--- config.mk ---
export PLATFORM = sky130hd
export DESIGN_NAME = heartbeat_monitor
export DESIGN_NICKNAME = d
export VERILOG_FILES = /design/src/rtl/heartbeat_monitor.sv
export SDC_FILE = /design/constraint.sdc
export NUM_CORES = 1
export LEC_CHECK = 0
export CAP_MARGIN = 20
export CORE_AREA = 2 2 83 125
export CTS_CLUSTER_DIAMETER = 200
export DETAILED_ROUTE_END_ITERATION = 10
export DIE_AREA = 0 0 85 127
export MAX_ROUTING_LAYER = met4
export REMOVE_ABC_BUFFERS = 1
export SLEW_MARGIN = 20
export SYNTH_ARGS = -nofsm -noshare
export SYNTH_HDL_FRONTEND = slang
export SYNTH_SLANG_ARGS = --single-unit
export TNS_END_PERCENT = 50
--- constraint.sdc ---
create_clock -name clk -period 8.2 [get_ports clk]
set_input_delay 0.82 -clock clk [delete_from_list [all_inputs] [get_ports clk]]
set_output_delay 0.82 -clock clk [all_outputs]
set_load 0.05 [all_outputs]
--- src/rtl/heartbeat_monitor.sv ---
// rtl/heartbeat_monitor.sv - heartbeat period checker with alive/too-fast/lost status
module heartbeat_monitor #(
  parameter int CNT_W      = 30,
  parameter int MIN_PERIOD = 1000,
  parameter int TIMEOUT    = 2**29,
  parameter int LOCK_COUNT = 3
) (
  input  logic             clk,
  input  logic             rst,
  input  logic             hb_in,
  input  logic             clear_i,
  output logic             alive,
  output logic             lost,
  output logic             too_fast,
  output logic [CNT_W-1:0] period,
  output logic             period_valid
);

  typedef enum logic [1:0] {
    S_SEARCH  = 2'd0,
    S_LOCKING = 2'd1,
    S_ALIVE   = 2'd2,
    S_LOST    = 2'd3
  } state_t;

  localparam logic [CNT_W-1:0] MIN_C     = CNT_W'(MIN_PERIOD);
  localparam logic [CNT_W-1:0] TIMEOUT_C = CNT_W'(TIMEOUT);
  localparam logic [CNT_W-1:0] CNT_MAX   = {CNT_W{1'b1}};
  localparam logic [2:0]       LOCK_C    = 3'(LOCK_COUNT);

  logic             sync1_q, sync2_q, prev_q;
  logic [CNT_W-1:0] cnt_q, cnt_d;
  state_t           state_q, state_d;
  logic [1:0]       good_q, good_d;
  logic             alive_q, alive_d;
  logic             lost_q, lost_d;
  logic             too_fast_q, too_fast_d;
  logic [CNT_W-1:0] period_q, period_d;
  logic             pv_q, pv_d;

  logic             rise, good_edge, fast_edge, timeout, tracking;
  logic [CNT_W-1:0] meas;
  logic [2:0]       good_inc;

  assign rise      = sync2_q & ~prev_q;
  assign meas      = cnt_q + 1'b1;
  assign good_edge = rise && (meas >= MIN_C);
  assign fast_edge = rise && (meas < MIN_C);
  assign timeout   = !rise && (cnt_q == TIMEOUT_C);
  assign tracking  = (state_q == S_LOCKING) || (state_q == S_ALIVE);
  assign good_inc  = {1'b0, good_q} + 3'd1;

  // Counter saturates so a long-dead source never wraps back into a false timeout.
  always_comb begin
    if (rise)
      cnt_d = '0;
    else if (cnt_q == CNT_MAX)
      cnt_d = cnt_q;
    else
      cnt_d = cnt_q + 1'b1;
  end

  always_ff @(posedge clk or posedge rst) begin
    if (rst) begin
      sync1_q    <= 1'b0;
      sync2_q    <= 1'b0;
      prev_q     <= 1'b0;
      cnt_q      <= '0;
      state_q    <= S_SEARCH;
      good_q     <= 2'd0;
      alive_q    <= 1'b0;
      lost_q     <= 1'b0;
      too_fast_q <= 1'b0;
      period_q   <= '0;
      pv_q       <= 1'b0;
    end else begin
      sync1_q    <= hb_in;
      sync2_q    <= sync1_q;
      prev_q     <= sync2_q;
      cnt_q      <= cnt_d;
      state_q    <= state_d;
      good_q     <= good_d;
      alive_q    <= alive_d;
      lost_q     <= lost_d;
      too_fast_q <= too_fast_d;
      period_q   <= period_d;
      pv_q       <= pv_d;
    end
  end

  always_comb begin
    state_d = state_q;
    good_d  = good_q;
    case (state_q)
      S_SEARCH: begin
        if (rise) begin
          state_d = S_LOCKING;
          good_d  = 2'd0;
        end else if (timeout) begin
          state_d = S_LOST;
        end
      end
      S_LOCKING: begin
        if (good_edge) begin
          good_d = good_inc[1:0];
          if (good_inc == LOCK_C)
            state_d = S_ALIVE;
        end else if (fast_edge) begin
          good_d = 2'd0;
        end else if (timeout) begin
          state_d = S_LOST;
        end
      end
      S_ALIVE: begin
        if (fast_edge) begin
          state_d = S_LOCKING;
          good_d  = 2'd0;
        end else if (timeout) begin
          state_d = S_LOST;
        end
      end
      S_LOST: begin
        if (rise) begin
          state_d = S_LOCKING;
          good_d  = 2'd0;
        end
      end
      default: begin
        state_d = S_SEARCH;
        good_d  = 2'd0;
      end
    endcase
  end

  // A flag set in the same cycle as clear_i takes priority over the clear.
  always_comb begin
    alive_d    = (state_d == S_ALIVE);
    pv_d       = rise && tracking;
    period_d   = pv_d ? meas : period_q;
    lost_d     = lost_q;
    too_fast_d = too_fast_q;
    if (clear_i) begin
      lost_d     = 1'b0;
      too_fast_d = 1'b0;
    end
    if (timeout && (state_q != S_LOST))
      lost_d = 1'b1;
    if (fast_edge && tracking)
      too_fast_d = 1'b1;
  end

  assign alive        = alive_q;
  assign lost         = lost_q;
  assign too_fast     = too_fast_q;
  assign period       = period_q;
  assign period_valid = pv_q;

endmodule

---- Word-level counts from Yosys, hierarchy flattened ----
Cells that the tools add are included.
storage, ports and cells
  register bits after elaboration ......... 71
  bits in latches ......................... 0
  bits in writable memories ............... 0
  memory bits (read-only) ................. 0
  input port bits ......................... 4
  output and inout port bits .............. 34
  word-level logic and storage cells ...... 56
  memories kept ........................... 0
operators by class
  add/subtract/negate cells ............... 2
  $mul .................................... 0
  div/mod/pow operators ................... 0
  order comparisons ....................... 2
  equal/unequal tests ..................... 10
  shift operators ......................... 0
  mux-type cells .......................... 17
  bitwise operators ....................... 2
  reduce and logical (&&, ||, !) cells .... 12
operator list
  kind                                                           number
  == test 30 bit (second input constant)                         2
  2-to-1 mux 30 bit                                              2
  adder 30 x 1 -> 30 bit (second input constant)                 1
  >= comparator 30 x 10 -> 1 bit (second input constant)         1
  less-than comparator 30 x 10 -> 1 bit (second input constant)  1
  2-to-1 mux 2 bit                                               10
  case mux 2 bit (4 select lines)                                1
  == test 2 bit (second input constant)                          3
  logical AND 1 bit                                              6
  case mux 2 bit (3 select lines)                                1
  inequality test 2 bit (second input constant)                  2
  nonzero test 2 bit                                             2
  adder 2 x 1 -> 3 bit (second input constant)                   1
  == test 3 x 2 -> 1 bit (second input constant)                 1
  2-to-1 mux 1 bit                                               3
  == test 2 x 1 -> 1 bit (second input constant)                 1
  zero test 2 bit                                                1
  inequality test 2 x 1 -> 1 bit (second input constant)         1
  OR reduction 2 bit                                             1
  AND 1 bit                                                      1
  zero test 1 bit                                                1
  logical OR 1 bit                                               1
  NOT 1 bit                                                      1

---- Depth between registers and ports, before layout ----
Gate-level depths: netlist of the first run.
  word-level depth ........................ 9
  depth in mapped cells ................... 10
  gate-level depth less buffers ........... 9

---- Worst setup path after synthesis of the first run ----
Ideal clock, no wire load.
  path type ............................... register -> register
  start ................................... register cnt_q[0]
  end ..................................... register alive_q, in the netlist alive
  setup time .............................. 122 ps
  data arrival time ....................... 2,461 ps
  required time ........................... 8,078 ps
  slack ................................... 5,617 ps
  cell stages (with the launch flop) ...... 10
  path buffers ............................ 1
  period minus slack after synthesis ...... 2,583 ps
  cells stage by stage .................... dfrtp_1 ha_1 buf_2 nand4_1 or4_4 o21ai_1 and4b_1 nand4_1 or3_4 o2111a_1
on the way
  longest elaborated chain between the ends .. 7
  elaborated cells between the ends (all ways) .. 14
  those cells by class .................... 1 x add/sub; 2 x order compare; 2 x eq/ne; 6 x mux; 3 x reduce/logical
RTL lines
  item                                                                               line    text
  start, declared                                                                    32      logic [CNT_W-1:0] cnt_q, cnt_d;
  start signal, assigned                                                             80      cnt_q <= cnt_d;
  adder 30 x 1 -> 30 bit / == test 30 bit (equally long branches)                    46, 49
  less-than comparator 30 x 10 -> 1 bit / logical AND 1 bit (equally long branches)  48, 49
  logical AND 1 bit / 2-to-1 mux 2 bit (equally long branches)                       --
  2-to-1 mux 2 bit                                                                   108     end else if (fast_edge) begin
  2-to-1 mux 2 bit                                                                   104     if (good_edge) begin
  case mux 2 bit (4 select lines) *                                                  94      case (state_q)
  == test 2 bit *                                                                    137     alive_d = (state_d == S_ALIVE);
  named net alive_d                                                                  35      logic alive_q, alive_d;
  end signal, assigned                                                               83      alive_q <= alive_d;
  end, declared                                                                      35
The timed path passes the listed nets; every way through them passes the cells marked *.
A chain may end at the register's enable or synchronous reset.

---- Worst setup path after layout of the first run ----
  start ................................... register cnt_q[0]
  end ..................................... register cnt_q[0]
on the way
  longest elaborated chain between the ends .. 3
  elaborated cells between the ends (all ways) .. 5
  those cells by class .................... 1 x add/sub; 2 x eq/ne; 2 x mux
RTL lines
  item                    line  text
  adder 30 x 1 -> 30 bit  60    cnt_d = cnt_q + 1'b1;
  2-to-1 mux 30 bit       57    else if (cnt_q == CNT_MAX)
  2-to-1 mux 30 bit       55    if (rise)
Parallel ways exist; a longest one is shown, timed or not. The select of a mux whose other input is x is not followed.

==> results of run 1 <==
## through the flow
stage / cells / util [%] / hold WS [ns] / power [mW]
after global placement: 539 / 43.97 / 0.3467 / 0.5073
after global routing: 555 / 47.32 / 0.3655 / 0.9590
after floorplan: 384 / - / 0.3312 / 0.4687
after CTS: 555 / 47.32 / 0.3545 / 0.9334
final: 555 / 47.32 / 0.3497 / 0.9172
after detailed placement: 539 / 43.97 / 0.3418 / 0.5097
## layer usage
metal  GRT usage, %  vias to the layer above  wire (µm)
met5              -                        -          0
met3          3.165                       18        233
met2          33.69                       55       5299
met4          11.39                        0        286
met1          22.45                     1466       3931
li1               -                     1520          -
## cell families after synthesis
logic type,count (synthesis),share of synthesized area [%]
simple gates,156,23.25
compound gates,102,15.83
buf+inv,48,5.452
xor+xnor,25,5.713
mux,4,1.110
flops,71,46.36
fa+ha+maj,7,2.285
## Yosys cell counts, types with 2 or more instances
master    instances
nand3_1          16
xor2_1            9
nand4_4           2
nor4_4            4
and4b_1           2
a31oi_1           2
o21a_1            4
a21oi_1          31
nand4_1          16
inv_1            18
or2_2             2
buf_6             2
ha_1              7
mux2i_1           2
o21ai_0          41
and3_1            5
nor4bb_1          2
clkbuf_1         18
o22ai_1           4
xnor2_1          16
nand2_1          47
nor2b_1           2
nor3_1           10
nor2_1           24
buf_2             8
nor4_1           11
nand2b_1          4
dfrtp_1          71
or4_1             2
mux2_2            2
## flip-flops by register name (all words and copies together) (netlist names), 2 cells and up
register / flops
cnt_q: 30
good_q: 2
period: 30
state_q: 2
## worst paths after layout
path                                      startpoint                      to  slack (ns)  cells after the start
worst max-delay path            cnt_q[0]$_DFFE_PP0P_    cnt_q[0]$_DFFE_PP0P_        4.97                      9
worst min-delay path               sync1_q$_DFF_PP0_       sync2_q$_DFF_PP0_        0.35                      0
worst max register to register  cnt_q[0]$_DFFE_PP0P_    cnt_q[0]$_DFFE_PP0P_        4.97                      9
worst min register to register     sync1_q$_DFF_PP0_       sync2_q$_DFF_PP0_        0.35                      0
max in group asynchronous                        rst   cnt_q[14]$_DFFE_PP0P_        6.52                      3
min in group asynchronous                        rst  period[28]$_DFFE_PP0P_        1.05                      3
## power groups by stage
| stage | Sequential, mW | Combinational, mW | Clock, mW |
|---|---|---|---|
| global route | 0.393 | 0.123 | 0.442 |
| finish | 0.391 | 0.113 | 0.414 |
| floorplan | 0.424 | 0.0447 | 0 |
| CTS | 0.390 | 0.114 | 0.429 |
| global placement | 0.394 | 0.114 | 0 |
| detailed placement | 0.396 | 0.114 | 0 |
## final cells by class
class                      instances  area share, %
tap                              115          3.156
clock buffer                      10          5.241
timing repair buffer              40          8.617
inverter                          19          1.564
clock inverter                     6          1.839
sequential                        71          38.97
multi-input combinational        294          40.61
==> results.json, run 1 <==
{
  "status": "complete, no violations",
  "io_buffers": 37,
  "grt_use_total_pct": 20.05,
  "die_w_um": 85,
  "cts.repair.resized": 0,
  "layout_commonest_cell": "dfrtp_1",
  "synth_top_area_cell": "dfrtp_1",
  "period_needed_ns": 3.230,
  "gp_congestion": 0.9097,
  "cp_slowest_cell": "dfrtp_1",
  "p_int_mw": 0.6787,
  "n_antenna_cell": 0,
  "path_clk_slew_ns": 0.06,
  "worstSetupPathType": "reg2reg",
  "core_area_um2": 9634,
  "synth-seq-area-share_pct": 46.36,
  "dp_slack_ns": 4.955,
  "placementRows": 44,
  "design_area_um2": 4559,
  "seqPwrFrac_pct": 42.6,
  "postCtsSetupBuffers": 0,
  "htree_levels": 3,
  "netlist.area_leader.share_pct": 46.36,
  "min_period_over_period_pct": 39.39,
  "path_cells": "ha_1 -> nand4_1 -> nor3_1 -> nand4_1 -> nor2_1 -> nand3_1 -> buf_4 -> xnor2_1 -> nor2_1",
  "seq_area_um2": 1777,
  "start_kind": "flop",
  "worst_pin_slew_ns": 0.9669,
  "yosysWarningCount": 0,
  "finalHoldViolCount": 0,
  "synth_edf_count": 0,
  "firstDrtPassIters": 5,
  "hold_path_class": "reg2reg",
  "ioPinCount": 38,
  "slew_headroom_pct": 35.31,
  "multi_input_area_um2": 1852,
  "grt_max_degree": 72,
  "peakVddDrop_uv": 178.2,
  "avgSynthCellArea_um2": 9.279,
  "fill_cells": 908,
  "ys_types": 59,
  "p_clk_share_pct": 45.1,
  "avgViaCountPerCell": 5.512,
  "postSynthCellCount": 413,
  "hpwl_mm": 7.140,
  "ys_seq_elements": 71,
  "p_comb_share_pct": 12.3,
  "overflow": 0,
  "max_stage_delay_ns": 0.48,
  "end_kind": "flop",
  "drive_above_1_share_pct": 8.636,
  "start_util_pct": 39.78,
  "routed_wl_mm": 9.751,
  "dpl_cell_area_um2": 4237,
  "crit_family": "simple AND/OR/NAND/NOR gates",
  "critPathArrivalTime_ns": 3.44,
  "path_buf_inv": 1,
  "switching_share_pct": 26.00,
  "wl_per_cell_um": 17.57,
  "antenna_left": 0,
  "tns_ns": 0,
  "die_h_um": 127,
  "ctsHoldBuffers": 0,
  "syn2layout_area_growth_pct": 18.97,
  "grt_pass1_vias": 3127,
  "synth_async_sr_flop_share_pct": 100.0,
  "cap_violations": 0,
  "insertion_delay_ns": 0.34,
  "skew_ns": 0.007879,
  "setup_ws_ns": 4.970,
  "ys.flop_type": "dfrtp_1",
  "rsz0062_at_grt": "no",
  "timing.fmax_mhz": 309.6,
  "setup_viol": 0,
  "p_per_area_nw_per_um2": 201.2,
  "drcViolationCount": 0,
  "power.static_leakage_nw": 1.932,
  "synth.area.top_cells": "dfrtp_1 (46%), o21ai_0 (5.4%), nand2_1 (4.6%)",
  "cts_buffer_depth": 2,
  "grt_pass1_wl_mm": 16.23,
  "worstPathRequired_ns": 8.41,
  "cts_buffers": 9,
  "antenna_found_initial": 0,
  "p_switching_mw": 0.2385,
  "syn_area_um2": 3832,
  "clock-sinks": 71,
  "drtIter0Drc": 207,
  "cp_max_fo": 17,
  "final_cell_mix": "dfrtp_1 (71), nand2_1 (46), o21ai_0 (41)",
  "slew_violations": 0,
  "die_area_um2": 10800,
  "cts_tree": "built",
  "fin_nets": 446,
  "vias": 3059,
  "root_buffer": "clkbuf_16"
}
(Power assumes the default switching activity.)
==> inputs of run 2 (changes only) <==
- clock period: 8.2 -> 2.8 ns (I/O delays scaled with it)
==> results.json, run 2 (synthesized netlist as in run 1, its figures left out) <==
{
  "insertion_delay_ns": 0.34,
  "start_util_pct": 39.78,
  "skew_ns": 0.007164,
  "grt_pass1_vias": 3229,
  "power.static_leakage_nw": 2.074,
  "grt_use_total_pct": 20.74,
  "core_area_um2": 9634,
  "peakVddDrop_uv": 378.0,
  "min_period_over_period_pct": 96.55,
  "cp_max_fo": 12,
  "setup_ws_ns": 0.09654,
  "setup_viol": 0,
  "cp_slowest_cell": "dfrtp_1",
  "cts_buffers": 9,
  "gp_congestion": 0.9719,
  "path_clk_slew_ns": 0.06,
  "worstSetupPathType": "reg2reg",
  "multi_input_area_um2": 1887,
  "n_antenna_cell": 0,
  "p_clk_share_pct": 45.2,
  "dp_slack_ns": 0.07072,
  "p_switching_mw": 0.7281,
  "overflow": 0,
  "antenna_left": 0,
  "slew_headroom_pct": 53.60,
  "die_area_um2": 10800,
  "worst_pin_slew_ns": 0.6949,
  "cts_buffer_depth": 2,
  "fill_cells": 898,
  "fin_nets": 478,
  "holdWs_ns": 0.3522,
  "seq_area_um2": 1778,
  "htree_levels": 3,
  "wl_per_cell_um": 18.04,
  "placementRows": 44,
  "p_int_mw": 2.040,
  "status": "complete, no violations",
  "p_per_area_nw_per_um2": 572.1,
  "switching_share_pct": 26.30,
  "final_cell_mix": "dfrtp_1 (70), nand2_1 (46), o21ai_0 (41)",
  "period_needed_ns": 2.703,
  "finalHoldViolCount": 0,
  "worstPathRequired_ns": 3.02,
  "seqPwrFrac_pct": 40.7,
  "ioPinCount": 38,
  "utilization_pct": 50.22,
  "start_kind": "flop",
  "io_buffers": 37,
  "avgViaCountPerCell": 5.589,
  "die_w_um": 85,
  "layout_commonest_cell": "dfrtp_1",
  "critPathArrivalTime_ns": 2.92,
  "max_stage_delay_ns": 0.48,
  "slew_violations": 0,
  "die_h_um": 127,
  "drive_above_1_share_pct": 15.89,
  "cap_violations": 0,
  "path_cells": "nand4_4 -> buf_4 -> nor4_4 -> a21boi_2 -> a211oi_2 -> o2111ai_1 -> or3_4 -> o2111a_1",
  "timing.fmax_mhz": 369.9,
  "p_comb_share_pct": 14.1,
  "grt_max_degree": 62,
  "drtIter0Drc": 180,
  "rsz0062_at_grt": "no",
  "syn2layout_area_growth_pct": 26.25,
  "end_kind": "flop",
  "clock-sinks": 71,
  "grt_pass1_wl_mm": 16.73,
  "firstDrtPassIters": 4,
  "vias": 3281,
  "hpwl_mm": 8.103,
  "antenna_found_initial": 0,
  "hold_path_class": "reg2reg",
  "drcViolationCount": 0,
  "root_buffer": "clkbuf_16",
  "cts_tree": "built",
  "routed_wl_mm": 10.59
}
[run 2: metal layers]
| metal | global-route usage, % | up-vias | part of all wire (%) |
|---|---|---|---|
| li1 | - | 1590 | - |
| met1 | 21.59 | 1575 | 38 |
| met2 | 36.35 | 83 | 54 |
| met3 | 4.522 | 33 | 3.3 |
| met4 | 10.55 | 0 | 4.0 |
| met5 | - | - | 0 |
[run 2: metrics by stage]
stage               TNS [ns]  total power, mW  area, µm²  instances
floorplan             -9.296            1.373       3695        384
global placement           0            1.524       4447        567
detailed placement         0            1.533       4447        567
CTS                        0            2.793       4780        583
global route               0            2.873       4838        587
finish                     0            2.768       4838        587
[run 2: path summary, 6_finish.rpt]
| check | end | depth (start not counted) | slack, ns | from |
|---|---|---|---|---|
| max | alive$_DFF_PP0_ | 8 | 0.1 | cnt_q[4]$_DFFE_PP0P_ |
| min | sync2_q$_DFF_PP0_ | 0 | 0.35 | sync1_q$_DFF_PP0_ |
| max reg2reg | alive$_DFF_PP0_ | 8 | 0.1 | cnt_q[4]$_DFFE_PP0P_ |
| min reg2reg | sync2_q$_DFF_PP0_ | 0 | 0.35 | sync1_q$_DFF_PP0_ |
| max in group asynchronous | cnt_q[2]$_DFFE_PP0P_ | 3 | 1.67 | rst |
| min in group asynchronous | period[24]$_DFFE_PP0P_ | 2 | 0.37 | rst |
[run 2: timing repair]
item,CTS,global route
hold endpoints to repair,0,0
hold buffers,0,0
endpoints found under the setup margin,0,26
resized for setup,0,5
setup buffers,0,3
[run 2: worst max-delay path, delay by kind of cell (launching register included)]
family	cells	cell delay, ns
AO/OA/AOI/OAI	4	0.78
buffers and inverters	1	0.25
flip-flops	1	0.48
AND/OR/NAND/NOR	3	1.07
[run 2: layout make-up]
class,instances,area share [%]
inverters,19,1.474
clock buffers,11,5.224
flip-flops and latches,71,36.75
repair buffers,71,12.93
well taps,115,2.974
clock inverters,5,1.655
multi-input cells,295,39.00
[run 2: power groups by stage]
stage,clock [mW],combinational [mW],sequential (mW)
after floorplan,0,0.131,1.24
after global placement,0,0.384,1.14
after detailed placement,0,0.391,1.14
after CTS,1.28,0.392,1.12
after global routing,1.32,0.423,1.13
final,1.25,0.390,1.13
